--- src/rtl/qqspi_bus_arbiter_if.sv ---
// Request/response bundle between the ibus/dbus masters, the arbiter and the SPI controller.
interface qqspi_bus_arbiter_if #(
  parameter int unsigned CHIP_SELECTS = 3
);
  localparam int unsigned DW = 32;
  localparam int unsigned AW = 32;
  localparam int unsigned MW = 23;
  localparam int unsigned SW = 4;

  logic                    ibus_valid;
  logic [AW-1:0]           ibus_addr;
  logic                    ibus_ready;
  logic [DW-1:0]           ibus_rdata;

  logic                    dbus_valid;
  logic [AW-1:0]           dbus_addr;
  logic [DW-1:0]           dbus_wdata;
  logic [SW-1:0]           dbus_wstrb;
  logic                    dbus_ready;
  logic [DW-1:0]           dbus_rdata;
  logic                    dbus_err;

  logic                    mem_valid;
  logic [MW-1:0]           mem_addr;
  logic [DW-1:0]           mem_wdata;
  logic [SW-1:0]           mem_wstrb;
  logic [CHIP_SELECTS-1:0] mem_ce_ctrl;
  logic                    mem_psram;
  logic                    mem_ready;
  logic [DW-1:0]           mem_rdata;

  // Arbiter side: serves the masters, drives the controller.
  modport slave (
    input  ibus_valid, ibus_addr,
    input  dbus_valid, dbus_addr, dbus_wdata, dbus_wstrb,
    input  mem_ready, mem_rdata,
    output ibus_ready, ibus_rdata,
    output dbus_ready, dbus_rdata, dbus_err,
    output mem_valid, mem_addr, mem_wdata, mem_wstrb, mem_ce_ctrl, mem_psram
  );

  // Environment side: the two masters plus the controller.
  modport master (
    output ibus_valid, ibus_addr,
    output dbus_valid, dbus_addr, dbus_wdata, dbus_wstrb,
    output mem_ready, mem_rdata,
    input  ibus_ready, ibus_rdata,
    input  dbus_ready, dbus_rdata, dbus_err,
    input  mem_valid, mem_addr, mem_wdata, mem_wstrb, mem_ce_ctrl, mem_psram
  );
endinterface

--- src/rtl/qqspi_bus_arbiter.sv ---
// Round-robin ibus/dbus arbiter with flash/PSRAM address decode in front of the SPI memory controller.
module qqspi_bus_arbiter #(
  parameter int unsigned CHIP_SELECTS = 3,
  parameter logic [31:0] FLASH_BASE   = 32'h2000_0000,
  parameter logic [31:0] PSRAM_BASE   = 32'h8000_0000
) (
  input  logic              clk,
  input  logic              reset,
  qqspi_bus_arbiter_if.slave bus
);
  localparam int unsigned DW = 32;
  localparam int unsigned AW = 32;
  localparam int unsigned MW = 23;
  localparam int unsigned SW = 4;

  typedef enum logic [1:0] {IDLE, ISSUE, RESP, DRAIN} state_t;

  state_t                  r_state,      w_state;
  logic                    r_last_d,     w_last_d;
  logic                    r_gnt_d,      w_gnt_d;
  logic                    r_err,        w_err;
  logic                    r_did_mem,    w_did_mem;
  logic [DW-1:0]           r_rdata_cap,  w_rdata_cap;

  logic                    r_mem_valid,  w_mem_valid;
  logic [MW-1:0]           r_mem_addr,   w_mem_addr;
  logic [DW-1:0]           r_mem_wdata,  w_mem_wdata;
  logic [SW-1:0]           r_mem_wstrb,  w_mem_wstrb;
  logic [CHIP_SELECTS-1:0] r_mem_ce,     w_mem_ce;
  logic                    r_mem_psram,  w_mem_psram;

  logic                    r_ibus_ready, w_ibus_ready;
  logic [DW-1:0]           r_ibus_rdata, w_ibus_rdata;
  logic                    r_dbus_ready, w_dbus_ready;
  logic [DW-1:0]           r_dbus_rdata, w_dbus_rdata;
  logic                    r_dbus_err,   w_dbus_err;

  logic                    w_pick_d;
  logic [AW-1:0]           w_req_addr;
  logic [DW-1:0]           w_req_wdata;
  logic [SW-1:0]           w_req_wstrb;
  logic                    w_is_flash;
  logic                    w_is_psram;
  logic                    w_dec_ok;
  logic [MW-1:0]           w_dec_addr;
  logic [CHIP_SELECTS-1:0] w_dec_ce;
  logic [1:0]              w_unused_lsb;

  // Pick a master (the one not granted last on a tie) and decode its address.
  always_comb begin
    w_pick_d    = bus.dbus_valid && (!bus.ibus_valid || !r_last_d);
    w_req_addr  = w_pick_d ? bus.dbus_addr  : bus.ibus_addr;
    w_req_wdata = w_pick_d ? bus.dbus_wdata : DW'(0);
    w_req_wstrb = w_pick_d ? bus.dbus_wstrb : SW'(0);
    w_is_flash  = (w_req_addr[31:24] == FLASH_BASE[31:24]);
    w_is_psram  = (w_req_addr[31:24] == PSRAM_BASE[31:24]);
    // Flash is read-only through this path; a write there is answered with an error.
    w_dec_ok    = w_is_psram || (w_is_flash && (w_req_wstrb == SW'(0)));
    if (w_is_flash) begin
      w_dec_ce   = CHIP_SELECTS'(3'b001);
      w_dec_addr = {1'b0, w_req_addr[23:2]};
    end else begin
      w_dec_ce   = w_req_addr[23] ? CHIP_SELECTS'(3'b100) : CHIP_SELECTS'(3'b010);
      w_dec_addr = {2'b00, w_req_addr[22:2]};
    end
    w_unused_lsb = w_req_addr[1:0];
  end

  // Next-state and next-output logic.
  always_comb begin
    w_state      = r_state;
    w_last_d     = r_last_d;
    w_gnt_d      = r_gnt_d;
    w_err        = r_err;
    w_did_mem    = r_did_mem;
    w_rdata_cap  = r_rdata_cap;
    w_mem_valid  = r_mem_valid;
    w_mem_addr   = r_mem_addr;
    w_mem_wdata  = r_mem_wdata;
    w_mem_wstrb  = r_mem_wstrb;
    w_mem_ce     = r_mem_ce;
    w_mem_psram  = r_mem_psram;
    w_ibus_ready = 1'b0;
    w_ibus_rdata = r_ibus_rdata;
    w_dbus_ready = 1'b0;
    w_dbus_rdata = r_dbus_rdata;
    w_dbus_err   = 1'b0;

    unique case (r_state)
      IDLE: begin
        if (bus.ibus_valid || bus.dbus_valid) begin
          w_gnt_d     = w_pick_d;
          w_err       = !w_dec_ok;
          w_did_mem   = w_dec_ok;
          w_rdata_cap = DW'(0);
          if (w_dec_ok) begin
            w_mem_valid = 1'b1;
            w_mem_addr  = w_dec_addr;
            w_mem_wdata = w_req_wdata;
            w_mem_wstrb = w_req_wstrb;
            w_mem_ce    = w_dec_ce;
            w_mem_psram = w_is_psram;
            w_state     = ISSUE;
          end else begin
            w_state     = RESP;
          end
        end
      end
      ISSUE: begin
        if (bus.mem_ready) begin
          w_rdata_cap = bus.mem_rdata;
          w_mem_valid = 1'b0;
          w_mem_addr  = MW'(0);
          w_mem_wdata = DW'(0);
          w_mem_wstrb = SW'(0);
          w_mem_ce    = CHIP_SELECTS'(0);
          w_mem_psram = 1'b0;
          w_state     = RESP;
        end
      end
      RESP: begin
        if (r_gnt_d) begin
          w_dbus_ready = 1'b1;
          w_dbus_rdata = r_err ? DW'(0) : r_rdata_cap;
          w_dbus_err   = r_err;
        end else begin
          w_ibus_ready = 1'b1;
          w_ibus_rdata = r_err ? DW'(0) : r_rdata_cap;
        end
        w_last_d = r_gnt_d;
        w_state  = r_did_mem ? DRAIN : IDLE;
      end
      DRAIN: begin
        // The controller's ready must fall before another request may start.
        if (!bus.mem_ready) begin
          w_state = IDLE;
        end
      end
      default: w_state = IDLE;
    endcase
  end

  // State and output registers; reset starts with dbus as last grant so ibus wins the first tie.
  always_ff @(posedge clk) begin
    if (reset) begin
      r_state      <= IDLE;
      r_last_d     <= 1'b1;
      r_gnt_d      <= 1'b0;
      r_err        <= 1'b0;
      r_did_mem    <= 1'b0;
      r_rdata_cap  <= DW'(0);
      r_mem_valid  <= 1'b0;
      r_mem_addr   <= MW'(0);
      r_mem_wdata  <= DW'(0);
      r_mem_wstrb  <= SW'(0);
      r_mem_ce     <= CHIP_SELECTS'(0);
      r_mem_psram  <= 1'b0;
      r_ibus_ready <= 1'b0;
      r_ibus_rdata <= DW'(0);
      r_dbus_ready <= 1'b0;
      r_dbus_rdata <= DW'(0);
      r_dbus_err   <= 1'b0;
    end else begin
      r_state      <= w_state;
      r_last_d     <= w_last_d;
      r_gnt_d      <= w_gnt_d;
      r_err        <= w_err;
      r_did_mem    <= w_did_mem;
      r_rdata_cap  <= w_rdata_cap;
      r_mem_valid  <= w_mem_valid;
      r_mem_addr   <= w_mem_addr;
      r_mem_wdata  <= w_mem_wdata;
      r_mem_wstrb  <= w_mem_wstrb;
      r_mem_ce     <= w_mem_ce;
      r_mem_psram  <= w_mem_psram;
      r_ibus_ready <= w_ibus_ready;
      r_ibus_rdata <= w_ibus_rdata;
      r_dbus_ready <= w_dbus_ready;
      r_dbus_rdata <= w_dbus_rdata;
      r_dbus_err   <= w_dbus_err;
    end
  end

  assign bus.mem_valid   = r_mem_valid;
  assign bus.mem_addr    = r_mem_addr;
  assign bus.mem_wdata   = r_mem_wdata;
  assign bus.mem_wstrb   = r_mem_wstrb;
  assign bus.mem_ce_ctrl = r_mem_ce;
  assign bus.mem_psram   = r_mem_psram;
  assign bus.ibus_ready  = r_ibus_ready;
  assign bus.ibus_rdata  = r_ibus_rdata;
  assign bus.dbus_ready  = r_dbus_ready;
  assign bus.dbus_rdata  = r_dbus_rdata;
  assign bus.dbus_err    = r_dbus_err;

endmodule

--- src/flat_wrapper.sv ---
// flat-port wrapper written by rule: the top's interface ports become plain ports
module qqspi_bus_arbiter_flat 
#(
  parameter int unsigned CHIP_SELECTS = 3,
  parameter logic [31:0] FLASH_BASE   = 32'h2000_0000,
  parameter logic [31:0] PSRAM_BASE   = 32'h8000_0000
)
  (clk, reset, bus_ibus_valid, bus_ibus_addr, bus_dbus_valid, bus_dbus_addr, bus_dbus_wdata, bus_dbus_wstrb, bus_mem_ready, bus_mem_rdata, bus_ibus_ready, bus_ibus_rdata, bus_dbus_ready, bus_dbus_rdata, bus_dbus_err, bus_mem_valid, bus_mem_addr, bus_mem_wdata, bus_mem_wstrb, bus_mem_ce_ctrl, bus_mem_psram);
  qqspi_bus_arbiter_if #(.CHIP_SELECTS(CHIP_SELECTS)) bus_i ();
  input  logic clk;
  input  logic reset;
  input wire logic [$bits(bus_i.ibus_valid)-1:0] bus_ibus_valid;
  input wire logic [$bits(bus_i.ibus_addr)-1:0] bus_ibus_addr;
  input wire logic [$bits(bus_i.dbus_valid)-1:0] bus_dbus_valid;
  input wire logic [$bits(bus_i.dbus_addr)-1:0] bus_dbus_addr;
  input wire logic [$bits(bus_i.dbus_wdata)-1:0] bus_dbus_wdata;
  input wire logic [$bits(bus_i.dbus_wstrb)-1:0] bus_dbus_wstrb;
  input wire logic [$bits(bus_i.mem_ready)-1:0] bus_mem_ready;
  input wire logic [$bits(bus_i.mem_rdata)-1:0] bus_mem_rdata;
  output wire logic [$bits(bus_i.ibus_ready)-1:0] bus_ibus_ready;
  output wire logic [$bits(bus_i.ibus_rdata)-1:0] bus_ibus_rdata;
  output wire logic [$bits(bus_i.dbus_ready)-1:0] bus_dbus_ready;
  output wire logic [$bits(bus_i.dbus_rdata)-1:0] bus_dbus_rdata;
  output wire logic [$bits(bus_i.dbus_err)-1:0] bus_dbus_err;
  output wire logic [$bits(bus_i.mem_valid)-1:0] bus_mem_valid;
  output wire logic [$bits(bus_i.mem_addr)-1:0] bus_mem_addr;
  output wire logic [$bits(bus_i.mem_wdata)-1:0] bus_mem_wdata;
  output wire logic [$bits(bus_i.mem_wstrb)-1:0] bus_mem_wstrb;
  output wire logic [$bits(bus_i.mem_ce_ctrl)-1:0] bus_mem_ce_ctrl;
  output wire logic [$bits(bus_i.mem_psram)-1:0] bus_mem_psram;
  assign bus_i.ibus_valid = bus_ibus_valid;
  assign bus_i.ibus_addr = bus_ibus_addr;
  assign bus_i.dbus_valid = bus_dbus_valid;
  assign bus_i.dbus_addr = bus_dbus_addr;
  assign bus_i.dbus_wdata = bus_dbus_wdata;
  assign bus_i.dbus_wstrb = bus_dbus_wstrb;
  assign bus_i.mem_ready = bus_mem_ready;
  assign bus_i.mem_rdata = bus_mem_rdata;
  assign bus_ibus_ready = bus_i.ibus_ready;
  assign bus_ibus_rdata = bus_i.ibus_rdata;
  assign bus_dbus_ready = bus_i.dbus_ready;
  assign bus_dbus_rdata = bus_i.dbus_rdata;
  assign bus_dbus_err = bus_i.dbus_err;
  assign bus_mem_valid = bus_i.mem_valid;
  assign bus_mem_addr = bus_i.mem_addr;
  assign bus_mem_wdata = bus_i.mem_wdata;
  assign bus_mem_wstrb = bus_i.mem_wstrb;
  assign bus_mem_ce_ctrl = bus_i.mem_ce_ctrl;
  assign bus_mem_psram = bus_i.mem_psram;
  qqspi_bus_arbiter #(.CHIP_SELECTS(CHIP_SELECTS), .FLASH_BASE(FLASH_BASE), .PSRAM_BASE(PSRAM_BASE)) u_core (.clk(clk), .reset(reset), .bus(bus_i));
endmodule
--- config.mk ---
export PLATFORM = sky130hd
export DESIGN_NAME = qqspi_bus_arbiter_flat
export DESIGN_NICKNAME = d
export VERILOG_FILES = /design/src/rtl/qqspi_bus_arbiter_if.sv /design/src/rtl/qqspi_bus_arbiter.sv /design/src/flat_wrapper.sv
export SDC_FILE = /design/constraint.sdc
export NUM_CORES = 1
export LEC_CHECK = 0
export CAP_MARGIN = 20
export CORE_MARGIN = 1
export CORE_UTILIZATION = 45
export CTS_BUF_LIST = sky130_fd_sc_hd__clkbuf_2
export CTS_CLUSTER_DIAMETER = 100
export CTS_CLUSTER_SIZE = 20
export DETAILED_ROUTE_END_ITERATION = 12
export PLACE_DENSITY = 0.86
export SETUP_SLACK_MARGIN = 0.3
export SYNTH_ARGS = -nofsm -noshare
export SYNTH_HDL_FRONTEND = slang
export SYNTH_SLANG_ARGS = --single-unit
--- constraint.sdc ---
create_clock -name clk -period 4.08 [get_ports clk]
set_input_delay 0.612 -clock clk [delete_from_list [all_inputs] [get_ports clk]]
set_output_delay 0.612 -clock clk [all_outputs]
set_load 0.005 [all_outputs]
==> flow_summary_export.csv <==
group,metric,value,unit
clock_tree,cts-root-buf,"clkbuf_2",
clock_tree,cts_inserted_buffers,17,
layout,drive_gt1_share,10.1,%
grt,grt_usage,26.7,%
detailed_routing,viasPerCell,5.97,
pwr,pwr_density_cell,288,nW/µm²
detailed_routing,firstDrtPassIters,7,
grt,antenna_found_initial,1,
detailed_routing,wl_met2,11700,µm
die,start_util,46.1,%
clock_tree,clkTransAtPathRegs,0.29,ns
pwr,p_leak,3.92,nW
worst_setup_path,reg2reg_slack,1.64,ns
grt,grt_pass1_vias,7642,
worst_setup_path,arrival,3.21,ns
clock_tree,insertion_delay,0.80,ns
run_status,status,"completed",
detailed_routing,wl,24500,µm
yosys,syn_area,7970,µm²
worst_setup_path,setup.worst_path.start,"bus_ibus_addr[24]",
sta,tns,0,ns
worst_setup_path,start_kind,"input port",
sta,fin_skew,0.0320,ns
worst_setup_path,worstPathMaxFanout,45,
worst_setup_path,required,4.81,ns
pwr,internal_power,2.11,mW
yosys,yosysTopAreaCell,"dfxtp_1",
yosys,synth.most_common_cell,"dfxtp_1",
pwr,switching_power,1.05,mW
yosys,yosysTopAreaCellShare,42.2,%
yosys,synth-seq-area-share,42.2,%
yosys,synth_edf_count,0,
grt,grt_pass1_wl,39100,µm
pwr,power_frac_clock,29.8,%
yosys,postSynth.asyncResetShare,0,%
yosys,yosysWarningCount,0,
detailed_routing,vias,8100,
sta,rsz0062_at_grt,"false",
detailed_routing,drt-met1-wl,10200,µm
yosys,syn_avg_cell_area,8.67,µm²
pwr,p_total,3.17,mW
clock_tree,cts_post_setup_buffers_inserted,0,
worst_setup_path,reg2reg_depth,6,
worst_setup_path,r2r_start,"u_core.r_last_d$_SDFFE_PP1N_",
clock_tree,post_cts_resized,0,
sta,finalCritPeriodShare,60.8,%
sta,setup_viol,0,
die,die_x,135,µm
die,die_h,135,µm
detailed_routing,drt_iter0_drc,646,
place,dp_hpwl,15700,µm
clock_tree,hold_buffers,0,
pwr,p_sw_share,33.3,%
sta,tightest_slew,1.06,ns
clock_tree,cts_tree,"done",
sta,layout_min_cycle_time,2.48,ns
detailed_routing,ant_nets,0,
layout,fin_cells,1356,
grt,grt.overflow.total,0,
place,io_buffers,262,
detailed_routing,drc,0,
detailed_routing,highest_layer,"met4",
pwr,seqPwrFrac,53.9,%
layout,area_growth,37.8,%
yosys,netlist_instances,920,
min_path,hold_path.class,"in -> reg",
place,place_inst,1323,
place,routabilityCongestion,0.770,
yosys,yosys-top-cells-count,"168 x dfxtp_1, 96 x clkbuf_1, 77 x inv_1",
worst_setup_path,cp-endpoint,"u_core.bus.mem_addr[16]$_SDFFE_PP0P_",
clock_tree,clkSinkCount,168,
worst_setup_path,worstReg2RegEnd,"u_core.bus.mem_addr[16]$_SDFFE_PP0P_",
worst_setup_path,path_class,"in -> reg",
clock_tree,cts-htree-levels,4,
sta,hold_viol_final,0,
yosys,synth_area_leaders,"dfxtp_1 42%, clkbuf_1 4.5%, a2111oi_0 4.2%",
sta,slew_violations,0,
pwr,peakVddDrop,0.164,mV
detailed_routing,avgRoutedWirePerCell,18.0,µm
sta,relSlewSlack,29.1,%
layout,nets,1254,
worst_setup_path,end_kind,"flip-flop",
grt,grt_max_degree,80,
yosys,ys_ff_latch,168,
clock_tree,clock_path_buffers,2,
die,dieArea,18300,µm²
sta,hold_slack,0.334,ns
yosys,synthFlopType,"dfxtp_1",
sta,max_freq,403,MHz
run,maxCapViolCount,0,
pwr,p_comb_share,16.3,%
die,io_pins,268,
detailed_routing,dr_wl_met3,1870,µm
die,rows,48,
yosys,synth.net_count,1057,
yosys,synth_cell_types,46,
die,fp.coreArea,17300,µm²
==> layout by cell type, fill, tap and decap left out, types with 3 or more instances in the layout <==
| cell | instances |
|---|---|
| a2111oi_0 | 38 |
| a211o_1 | 22 |
| a21oi_1 | 35 |
| a22o_1 | 32 |
| a22oi_1 | 34 |
| a311oi_1 | 21 |
| a31oi_1 | 38 |
| a41oi_1 | 38 |
| buf_4 | 27 |
| clkbuf_2 | 17 |
| clkdlybuf4s50_1 | 261 |
| clkinv_8 | 8 |
| dfxtp_1 | 168 |
| inv_1 | 77 |
| inv_8 | 4 |
| mux2i_1 | 23 |
| nand2_1 | 65 |
| nand3_1 | 5 |
| nand3b_1 | 32 |
| nand4_1 | 3 |
| nor2_1 | 37 |
| nor2b_1 | 3 |
| nor4_1 | 22 |
| o211ai_1 | 3 |
| o21ai_0 | 39 |
| or3b_2 | 38 |
| or4_1 | 3 |
==> registers in the layout, summed over array words and instances, names as in the netlist <==
register and flops:
u_core.r_last_d 1, u_core.r_gnt_d 1, u_core.r_err 1, u_core.bus.mem_addr 22
u_core.bus.ibus_rdata 32, u_core.bus.mem_ce_ctrl 3, u_core.bus.dbus_err 1, u_core.bus.mem_psram 1
u_core.bus.dbus_ready 1, u_core.bus.ibus_ready 1, u_core.bus.mem_wstrb 4, u_core.r_state 2
u_core.bus.dbus_rdata 32, u_core.r_did_mem 1, u_core.bus.mem_valid 1, u_core.r_rdata_cap 32
u_core.bus.mem_wdata 32
==> power groups by stage <==
| stage | sequential, mW | clock, mW | combinational (mW) |
|---|---|---|---|
| floorplan | 1.72 | 0 | 0.280 |
| global placement | 1.73 | 0 | 0.508 |
| detailed placement | 1.73 | 0 | 0.511 |
| CTS | 1.71 | 0.972 | 0.512 |
| global route | 1.71 | 1.05 | 0.551 |
| finish | 1.71 | 0.945 | 0.516 |
==> cell families after synthesis <==
group                  Yosys count  share of synthesized area (%)
XOR/XNOR                         1                          0.110
flip-flops                     168                           42.2
AND/OR/NAND/NOR                230                           16.8
other                            1                         0.0470
multiplexers                    23                           2.89
AO/OA/AOI/OAI                  309                           28.6
buffers and inverters          188                           9.31
==> how the worst min path moves through the flow <==
| stage | depth (start not counted) | endpoint | startpoint | slack (ns) |
|---|---|---|---|---|
| 2_1_floorplan | 2 | u_core.bus.ibus_rdata[4]$_SDFFE_PP0P_ | u_core.bus.ibus_rdata[4]$_SDFFE_PP0P_ | 0.45 |
| 3_3_place_gp | 2 | u_core.bus.ibus_rdata[30]$_SDFFE_PP0P_ | u_core.bus.ibus_rdata[30]$_SDFFE_PP0P_ | 0.44 |
| 3_5_place_dp | 2 | u_core.bus.ibus_rdata[23]$_SDFFE_PP0P_ | u_core.bus.ibus_rdata[23]$_SDFFE_PP0P_ | 0.44 |
| 4_1_cts | 3 | u_core.bus.mem_wdata[10]$_SDFFE_PP0P_ | bus_dbus_wdata[10] | 0.26 |
| 5_1_grt | 3 | u_core.bus.mem_wdata[9]$_SDFFE_PP0P_ | bus_dbus_wdata[9] | 0.25 |
| 6_report | 3 | u_core.bus.mem_wdata[10]$_SDFFE_PP0P_ | bus_dbus_wdata[10] | 0.33 |
==> per-layer routing <==
| layer | vias up | global-route usage (%) |
|---|---|---|
| li1 | 3857 | - |
| met1 | 3828 | 33.3 |
| met2 | 367 | 43.4 |
| met3 | 48 | 6.83 |
| met4 | 0 | 11.1 |
| met5 | - | 0 |
==> stage by stage <==
stage	util [%]	instance area [µm²]	worst slack [ns]
3_3_place_gp	61.9	10700	0.883
5_1_grt	63.5	11000	1.48
3_5_place_dp	61.9	10700	0.823
6_report	63.5	11000	1.60
2_1_floorplan	-	7970	1.80
4_1_cts	63.5	11000	1.62
==> critical path, stage by stage <==
cell and delay [ns]:
clkdlybuf4s50_1 0.39, or4_4 0.58, or4_2 0.90, buf_12 0.30, a311oi_1 0.26, a211o_1 0.14
==> final cells by class <==
class                           instances  area, µm²
Clock inverter                         15        201
Tap cell                              225        282
Sequential cell                       168       3360
Multi-Input combinational cell        564       3930
Clock buffer                           17       85.1
Inverter                               77        289
Timing Repair Buffer                  289       2840
Fill cell                            1446       6310
Antenna cell                            1       2.50
(Power assumes the default switching activity.)
